## src/rtl/arith_unit_seq_if.sv

```systemverilog
`default_nettype none
// ============================================================================
//  Module      : arith_unit_seq_if
//  Description : Operand/opcode/handshake bundle between operand entry logic
//                (master) and the arith_unit_seq unit (slave). The acc and
//                acc_ovf signals exist only when ARTH_ACC_EN is defined.
//  Revision    : 1.0 - initial release
// ============================================================================
interface arith_unit_seq_if #(
   parameter int WIDTH     = 4,
   parameter int OUT_WIDTH = 16
);
   logic [WIDTH-1:0]     V1;
   logic [WIDTH-1:0]     V2;
   logic [1:0]           opcode;
   logic                 newop;
   logic                 start;
   logic                 busy;
   logic                 done;
   logic [OUT_WIDTH-1:0] ans;
`ifdef ARTH_ACC_EN
   logic                 acc;
   logic                 acc_ovf;

   modport master (output V1, V2, opcode, newop, start, acc,
                   input  busy, done, ans, acc_ovf);
   modport slave  (input  V1, V2, opcode, newop, start, acc,
                   output busy, done, ans, acc_ovf);
`else
   modport master (output V1, V2, opcode, newop, start,
                   input  busy, done, ans);
   modport slave  (input  V1, V2, opcode, newop, start,
                   output busy, done, ans);
`endif
endinterface
`default_nettype wire

```

## src/rtl/arith_unit_seq.sv

```systemverilog
`default_nettype none
// ============================================================================
//  Module      : arith_unit_seq
//  Description : Add / subtract (1-cycle) and iterative shift-add unsigned or
//                signed multiply with start/done handshake and a registered
//                result. Optional accumulate mode enabled by macro ARTH_ACC_EN.
//  Revision    : 1.0 - initial release
// ============================================================================
module arith_unit_seq #(
   parameter int WIDTH     = 4,
   parameter int OUT_WIDTH = 16
) (
   input  logic             clock,
   input  logic             reset,
   arith_unit_seq_if.slave  bus
);

   localparam int c_pw    = 2 * WIDTH;
   localparam int c_cnt_w = (WIDTH > 1) ? $clog2(WIDTH) : 1;
   localparam logic [c_cnt_w-1:0] c_last = c_cnt_w'(WIDTH - 1);

   typedef enum logic [1:0] {
      S_IDLE = 2'd0,
      S_MUL  = 2'd1,
      S_DONE = 2'd2
   } state_t;

   state_t               r_state;
   state_t               w_state_nxt;
   logic [1:0]           r_opcode;
   logic [1:0]           w_op;
   logic                 w_idle;
   logic [WIDTH-1:0]     w_mag1;
   logic [WIDTH-1:0]     w_mag2;
   logic [c_pw-1:0]      r_mcand;
   logic [c_pw-1:0]      r_prod;
   logic [c_pw-1:0]      w_prod_fix;
   logic [WIDTH-1:0]     r_mplier;
   logic [c_cnt_w-1:0]   r_cnt;
   logic                 r_neg;
   logic                 r_signed;
   logic                 r_done;
   logic [OUT_WIDTH-1:0] r_ans;
   logic [OUT_WIDTH-1:0] w_v1x;
   logic [OUT_WIDTH-1:0] w_v2x;
   logic [OUT_WIDTH-1:0] w_addsub;
   logic [OUT_WIDTH-1:0] w_mulres;
   logic [OUT_WIDTH-1:0] w_result;
   logic [OUT_WIDTH-1:0] w_ans_nxt;

   assign w_idle = (r_state == S_IDLE);

   // A newop in the same idle cycle as start applies to that operation
   assign w_op = (w_idle && bus.newop) ? bus.opcode : r_opcode;

   // Add/sub on sign-extended operands; subtract is V2 - V1
   assign w_v1x    = OUT_WIDTH'($signed(bus.V1));
   assign w_v2x    = OUT_WIDTH'($signed(bus.V2));
   assign w_addsub = w_op[1] ? (w_v2x - w_v1x) : (w_v1x + w_v2x);

   // Signed multiply works on magnitudes; -2^(WIDTH-1) maps to an unsigned
   // WIDTH-bit magnitude of 2^(WIDTH-1), so no extra bit is needed
   assign w_mag1 = (w_op[1] && bus.V1[WIDTH-1]) ? (~bus.V1 + WIDTH'(1)) : bus.V1;
   assign w_mag2 = (w_op[1] && bus.V2[WIDTH-1]) ? (~bus.V2 + WIDTH'(1)) : bus.V2;

   // Re-apply the sign and extend: sign-extend for signed, zero for unsigned
   assign w_prod_fix = r_neg ? (~r_prod + c_pw'(1)) : r_prod;
   assign w_mulres   = r_signed ? OUT_WIDTH'($signed(w_prod_fix)) : OUT_WIDTH'(w_prod_fix);

   assign w_result = (r_state == S_DONE) ? w_mulres : w_addsub;

`ifdef ARTH_ACC_EN
   logic                 r_acc;
   logic                 r_acc_ovf;
   logic                 w_acc_sel;
   logic                 w_ovf;
   logic [OUT_WIDTH-1:0] w_sum;

   // Accumulate flag is taken live for add/sub, latched for multiply
   assign w_acc_sel = w_idle ? bus.acc : r_acc;
   assign w_sum     = r_ans + w_result;
   assign w_ovf     = (r_ans[OUT_WIDTH-1] == w_result[OUT_WIDTH-1]) &&
                      (w_sum[OUT_WIDTH-1] != r_ans[OUT_WIDTH-1]);
   assign w_ans_nxt = w_acc_sel ? w_sum : w_result;
   assign bus.acc_ovf = r_acc_ovf;
`else
   assign w_ans_nxt = w_result;
`endif

   assign bus.busy = (r_state == S_MUL);
   assign bus.done = r_done;
   assign bus.ans  = r_ans;

   // State register
   always_ff @(posedge clock) begin
      if (reset) r_state <= S_IDLE;
      else       r_state <= w_state_nxt;
   end

   // Next-state logic: only multiplies leave IDLE; MUL runs WIDTH iterations
   always_comb begin
      w_state_nxt = r_state;
      case (r_state)
         S_IDLE:  if (bus.start && w_op[0]) w_state_nxt = S_MUL;
         S_MUL:   if (r_cnt == c_last)      w_state_nxt = S_DONE;
         S_DONE:  w_state_nxt = S_IDLE;
         default: w_state_nxt = S_IDLE;
      endcase
   end

   // Datapath: opcode register, shift-add iteration, result and done pulse
   always_ff @(posedge clock) begin
      if (reset) begin
         r_opcode <= 2'b00;
         r_done   <= 1'b0;
         r_ans    <= '0;
         r_mcand  <= '0;
         r_prod   <= '0;
         r_mplier <= '0;
         r_cnt    <= '0;
         r_neg    <= 1'b0;
         r_signed <= 1'b0;
`ifdef ARTH_ACC_EN
         r_acc     <= 1'b0;
         r_acc_ovf <= 1'b0;
`endif
      end else begin
         r_done <= 1'b0;
         if (w_idle && bus.newop) r_opcode <= bus.opcode;
         case (r_state)
            S_IDLE: begin
               if (bus.start) begin
`ifdef ARTH_ACC_EN
                  r_acc <= bus.acc;
                  if (!bus.acc) r_acc_ovf <= 1'b0;
`endif
                  if (w_op[0]) begin
                     r_mcand  <= c_pw'(w_mag1);
                     r_mplier <= w_mag2;
                     r_prod   <= '0;
                     r_cnt    <= '0;
                     r_neg    <= w_op[1] & (bus.V1[WIDTH-1] ^ bus.V2[WIDTH-1]);
                     r_signed <= w_op[1];
                  end else begin
                     r_ans  <= w_ans_nxt;
                     r_done <= 1'b1;
`ifdef ARTH_ACC_EN
                     if (bus.acc && w_ovf) r_acc_ovf <= 1'b1;
`endif
                  end
               end
            end
            S_MUL: begin
               if (r_mplier[0]) r_prod <= r_prod + r_mcand;
               r_mcand  <= r_mcand << 1;
               r_mplier <= r_mplier >> 1;
               r_cnt    <= r_cnt + c_cnt_w'(1);
            end
            S_DONE: begin
               r_ans  <= w_ans_nxt;
               r_done <= 1'b1;
`ifdef ARTH_ACC_EN
               if (r_acc && w_ovf) r_acc_ovf <= 1'b1;
`endif
            end
            default: ;
         endcase
      end
   end

endmodule
`default_nettype wire

```

## src/flat_wrapper.sv

```systemverilog
// flat-port wrapper written by rule: the top's interface ports become plain ports
module arith_unit_seq_flat 
#(
   parameter int WIDTH     = 4,
   parameter int OUT_WIDTH = 16
)
  (clock, reset, bus_V1, bus_V2, bus_opcode, bus_newop, bus_start, bus_busy, bus_done, bus_ans);
  arith_unit_seq_if #(.WIDTH(WIDTH), .OUT_WIDTH(OUT_WIDTH)) bus_i ();
  input  logic clock;
  input  logic reset;
  input wire logic [$bits(bus_i.V1)-1:0] bus_V1;
  input wire logic [$bits(bus_i.V2)-1:0] bus_V2;
  input wire logic [$bits(bus_i.opcode)-1:0] bus_opcode;
  input wire logic [$bits(bus_i.newop)-1:0] bus_newop;
  input wire logic [$bits(bus_i.start)-1:0] bus_start;
  output wire logic [$bits(bus_i.busy)-1:0] bus_busy;
  output wire logic [$bits(bus_i.done)-1:0] bus_done;
  output wire logic [$bits(bus_i.ans)-1:0] bus_ans;
  assign bus_i.V1 = bus_V1;
  assign bus_i.V2 = bus_V2;
  assign bus_i.opcode = bus_opcode;
  assign bus_i.newop = bus_newop;
  assign bus_i.start = bus_start;
  assign bus_busy = bus_i.busy;
  assign bus_done = bus_i.done;
  assign bus_ans = bus_i.ans;
  arith_unit_seq #(.WIDTH(WIDTH), .OUT_WIDTH(OUT_WIDTH)) u_core (.clock(clock), .reset(reset), .bus(bus_i));
endmodule
```

## config.mk

```make
export PLATFORM = sky130hd
export DESIGN_NAME = arith_unit_seq_flat
export DESIGN_NICKNAME = d
export VERILOG_FILES = /design/src/rtl/arith_unit_seq_if.sv /design/src/rtl/arith_unit_seq.sv /design/src/flat_wrapper.sv
export SDC_FILE = /design/constraint.sdc
export NUM_CORES = 1
export LEC_CHECK = 0
export BUFFER_PORTS_ARGS = -buffer_cell sky130_fd_sc_hd__buf_2
export CAP_MARGIN = 10
export CELL_PAD_IN_SITES_DETAIL_PLACEMENT = 0
export CELL_PAD_IN_SITES_GLOBAL_PLACEMENT = 1
export CORE_ASPECT_RATIO = 1.4
export CORE_MARGIN = 10
export CORE_UTILIZATION = 48
export CTS_BUF_LIST = sky130_fd_sc_hd__clkbuf_4
export DETAILED_ROUTE_END_ITERATION = 16
export PLACE_DENSITY_LB_ADDON = 0.08
export SLEW_MARGIN = 15
export SYNTH_ARGS = -nofsm -noshare
export SYNTH_HDL_FRONTEND = slang
export SYNTH_SLANG_ARGS = --single-unit
```

## constraint.sdc

```tcl
create_clock -name clock -period 5.4 [get_ports clock]
set_clock_uncertainty 0.05 [all_clocks]
set_input_delay 0.27 -clock clock [delete_from_list [all_inputs] [get_ports clock]]
set_output_delay 0.27 -clock clock [all_outputs]
set_load 0.01 [all_outputs]
```

[Yosys cells after proc, flatten, opt, wreduce, memory -nomap -nowiden]
Index checks and enable logic that the tools add are counted.
Word-level totals
  register bits: 45
  output and inout port bits: 18
  word-level logic and storage cells: 72
Cells by class
  $add $sub $neg: 7
  eq/ne operators: 9
  mux-type cells: 29
  bitwise gates (word level): 5
  reduce and logical (&&, ||, !) cells: 12
Operator list (number)
  $mux 16: 5
  $mux 8: 6
  $pmux 16 s2: 1
  $pmux 8 s2: 2
  $mux 4: 4
  $mux 2: 5
  $reduce_and 3->1: 3
  $add 4x1->4 const B: 2
  $add 8x1->8 const B: 1
  $add 8x8->8: 1
  $not 4->4: 2
  $not 8->8: 1
  $pmux 2 s2: 2
  $pmux 4 s2: 1
  $ne 2x1->1 const B: 3
  $ne 2x2->1 const B: 3
  $add 4x4->5: 1
  $sub 4x4->5: 1
  $eq 2x2->1 const B: 2
  $logic_and 1x1->1: 4
  $reduce_and 4->1: 1
  $reduce_bool 2->1: 2
  $add 2x1->2 const B: 1
  $eq 2x1->1 const B: 1
  6 further kinds: 7

[Logic depth before layout (Yosys ltp)]
  depth in word-level cells: 8
  gate-level depth with buffers: 11
  mapped depth without buffers: 10

[Least setup slack after synthesis]
No wires, ideal clock.
  kind: register -> register
  start point: register u_core.r_state[1]
  end point: register u_core.r_ans[3] (netlist: u_core.bus.ans[3])
  arrival time: 2.497 ns
  data required time: 5.233 ns
  path slack: 2.736 ns
  stages on the path, launching flop included: 11
  clock period less this slack: 2.664 ns
  cell sequence: dfxtp_1 > or3b_4 > a21oi_2 > nor2_1 > a21oi_1 > ha_1 > nor2b_1 > o21a_1 > or3_1 > a21o_1 > a32o_1
On the way
  word-level cells in the longest chain between the ends: 8
Ends and longest elaborated chain
  start: declaration: line arith_unit_seq.sv:28  | state_t r_state;
  start signal: assignment: line arith_unit_seq.sv:97  | else r_state <= w_state_nxt;
  $logic_not 2->1: line arith_unit_seq.sv:51, arith_unit_seq.sv:130
  $logic_and 1x1->1: line arith_unit_seq.sv:54  | assign w_op = (w_idle && bus.newop) ? bus.opcode : r_opcode;
  $mux 2: line arith_unit_seq.sv:54
  $mux 16: line arith_unit_seq.sv:59  | assign w_addsub = w_op[1] ? (w_v2x - w_v1x) : (w_v1x + w_v2x);
  $mux 16: line arith_unit_seq.sv:70  | assign w_result = (r_state == S_DONE) ? w_mulres : w_addsub;
  $mux 16: line arith_unit_seq.sv:137  | if (w_op[0]) begin
  $mux 16: line arith_unit_seq.sv:132  | if (bus.start) begin
  $pmux 16 s2: line arith_unit_seq.sv:130  | case (r_state)
  end signal: assignment: line arith_unit_seq.sv:145  | r_ans <= w_ans_nxt;
  end signal: assignment: line arith_unit_seq.sv:160  | r_ans <= w_ans_nxt;
  end: declaration: line arith_unit_seq.sv:43  | logic [OUT_WIDTH-1:0] r_ans;
Several ways; a longest one is shown, not always the timed one. The select of a mux whose other input is x is not followed.
A chain may end at the register's enable or synchronous reset.

[Worst setup path in the final report]
  start point: register u_core.r_state[0]
  end point: register u_core.r_ans[3] (netlist: u_core.bus.ans[3])
Same word-level chain as after synthesis.

==> results.cfg <==
[timing]
finalSetupViolCount = 0
worstMarginPinSlew_ps = 696.1
tns_ps = 0
slew_violations = 0
hold_viol = 0
rsz0062_at_grt = false
max_slew_margin = 0.5360
max_freq_mhz = 340.4
holdWs_ps = 131.1
setup_slack_ps = 2462
fin_crit_ps = 2938
fin_crit_sh = 0.5441

[critical_path]
path_buf_inv = 0
r2r_slack_ps = 2460
rr_worst_depth = 10
crit_cells = 10
cp.arrival_ps = 3140
crit_family = compound AO/OA/AOI/OAI gates
path_max_fanout = 12
worstPathRequired_ps = 5600
cpMaxStageDelayCell = or3b_4
cp-end-kind = register
crit_chain = or3b_4 > a21oi_2 > nor2_1 > a21oi_1 > ha_1 > nor2b_1 > o21a_1 > or3_1 > a21o_1 > a32o_1
critical_path.startpoint_type = register
worstSetupPathType = reg -> reg
max_stage_delay_ps = 450

[clock_tree]
post-cts-setup-buffers = 0
cts.repair.resized = 0
cts_sinks = 38
clock-root-buffer = clkbuf_4
holdBufCountCts = 0
cts_buffers = 5
clk_latency_ps = 340
clkTransAtPathRegs_ps = 120
h-tree-depth = 2
clockBufferDepth = 2
cts_tree = built

[logic_synthesis]
synth-compound-area-share = 0.2566
yosys.area_share.xor_xnor = 0.05091
synth_largest_area_cell = dfxtp_1
synth-simple-area-share = 0.1943
ys_warn_count = 0
synth_top_family_by_area = compound AO/OA/AOI/OAI gates
synth_fa_ha_area_frac = 0.09455
synth_edf_count = 0
synth_top_flop_cell = dfxtp_1
synthMuxAreaShare = 0.02130
synthCells = 289
yosysSeqAreaShare = 0.3158
syn_area_mm2 = 0.002409
synth_top_area_frac = 0.3158
syn_area_per_cell_um2 = 8.334
synth_async_sr_flop_share = 0
synthTopCellsByArea = dfxtp_1, ha_1, nor2_1
syn_nets = 320
synth-seq-cells = 38
yosysUniqueCellTypes = 56

[detailed_routing]
vias_per_cell = 5.659
dr_total_vias = 2105
totalWireLength_mm = 5.705
routedWlPerCell_um = 15.34
drtIter0Drc = 78
route.detailed.drc = 0
dr.pass1.iters = 4
ant_nets = 0

[placed_design]
post-dp-hpwl_mm = 4.515
gp_routability_congestion = 0.8714
pre_cts_slack_ps = 2474
portBuffers = 31
placed_cells = 364

[layout]
fill_cells = 482
diodes = 0
fin_cells = 372
syn_to_final_growth_pct = 9.662
nets = 338
drive_gt1_frac = 0.1591
final_util = 0.5455

[power_and_ir_drop]
intPower_uw = 495.8
clkPwrFrac = 0.349
power.net_switching_uw = 189.0
p_sw_frac = 0.2760
pwr-share-comb = 0.199
p_seq_frac = 0.452
ir_drop_uv = 179.4
total_leakage_power_uw = 0.001180
p_per_area_mw_per_mm2 = 259.3

[floorplanning]
io_pins = 32
die_w_um = 79.87
dieArea_mm2 = 0.008291
dieHeight_um = 103.8
coreArea_mm2 = 0.004842
initial_core_util = 0.4974
rows = 30

[global_routing]
overflow = 0
antenna_found_initial = 0
grt_usage = 0.1414
grt_max_degree = 29
grt_pass1_vias = 2025
grt_pass1_wl_mm = 9.729

[worst_hold_path]
holdPathStages = 3
hp-class = in -> reg

[run]
cap_violations = 0

[run_status]
outcome = complete, no violations
[cells in the mapped netlist (3+ instances only)]
master,number
dfxtp_1,38
nor2_1,30
nand2_1,25
a21oi_1,18
ha_1,15
inv_1,14
nand3_1,12
clkbuf_1,11
o211ai_1,10
xnor2_1,10
o21ai_0,9
buf_4,7
nor2b_1,6
a211oi_1,5
a22o_1,5
a22oi_1,5
a21o_1,4
mux2i_1,4
o31ai_1,4
xor2_1,4
nor3_1,3
nor3b_1,3
o41ai_1,3
or2_2,3
[power by group through the flow]
stage                     logic, uW  registers (uW)  clock network [uW]
after floorplan                 101             316                   0
after global placement          137             316                   0
after detailed placement        138             316                   0
after CTS                       138             310                 243
after global routing            155             312                 254
final                           137             309                 239
[worst min-delay path: cells and delay by family]
| kind | cells | cell delay [ps] |
|---|---|---|
| buffers and inverters | 1 | 110 |
| and+or+nand+nor | 1 | 50 |
| AOI/OAI and AO/OA | 1 | 50 |
[state kept, by name, indices dropped and copies added, names as in the netlist]
signal	count
u_core.r_signed	1
u_core.r_mcand	8
u_core.bus.ans	9
u_core.r_prod	8
u_core.r_cnt	2
u_core.r_mplier	4
u_core.r_opcode	2
u_core.r_state	2
u_core.bus.done	1
u_core.r_neg	1
[routing by layer]
| layer | global-route usage | share of wire |
|---|---|---|
| met1 | 0.1691 | 0.42 |
| met2 | 0.2315 | 0.50 |
| met3 | 0.03633 | 0.062 |
| met4 | 0.05556 | 0.025 |
| met5 | 0 | 0 |
[per-stage QoR]
stage               total power (uW)  cell area, um^2
floorplan                      416.9             2409
global placement               452.6             2540
detailed placement             453.6             2540
CTS                            690.4             2641
global route                   720.6             2641
finish                         684.8             2641
[logic make-up (layout without fill, tap and decap cells)]
family	after synthesis	after routing
adders and majority gates	17	17
DFF	38	38
and+or+nand+nor	96	96
xor gates and xnor gates	14	14
AOI/OAI and AO/OA	84	84
muxes	5	5
buffers and inverters	35	54
[area by class of cell]
class	instances	area (um^2)	share of cell area
Clock inverter	3	63.81	0.02416
Inverter	15	56.30	0.02132
Clock buffer	5	37.54	0.01421
Sequential cell	38	760.7	0.2880
Timing Repair Buffer	31	155.1	0.05874
Multi-Input combinational cell	216	1488	0.5632
Tap cell	64	80.08	0.03032
[final timing paths]
check	from	end
setup / recovery	u_core.r_state[0]	u_core.bus.ans[3]
hold / removal	bus_opcode[0]	u_core.r_opcode[0]
setup reg to reg	u_core.r_state[0]	u_core.bus.ans[3]
hold reg to reg	u_core.bus.ans[1]	u_core.bus.ans[1]
[cells in the final DEF (no fill, tap or decap), types with 9 or more instances in the layout]
master / n
inv_1: 14
dfxtp_1: 38
o21ai_0: 9
nand3_1: 12
a21oi_1: 18
nand2_1: 25
o211ai_1: 10
xnor2_1: 10
ha_1: 15
nor2_1: 30
buf_2: 31
Power figures use the tool's default switching activity.
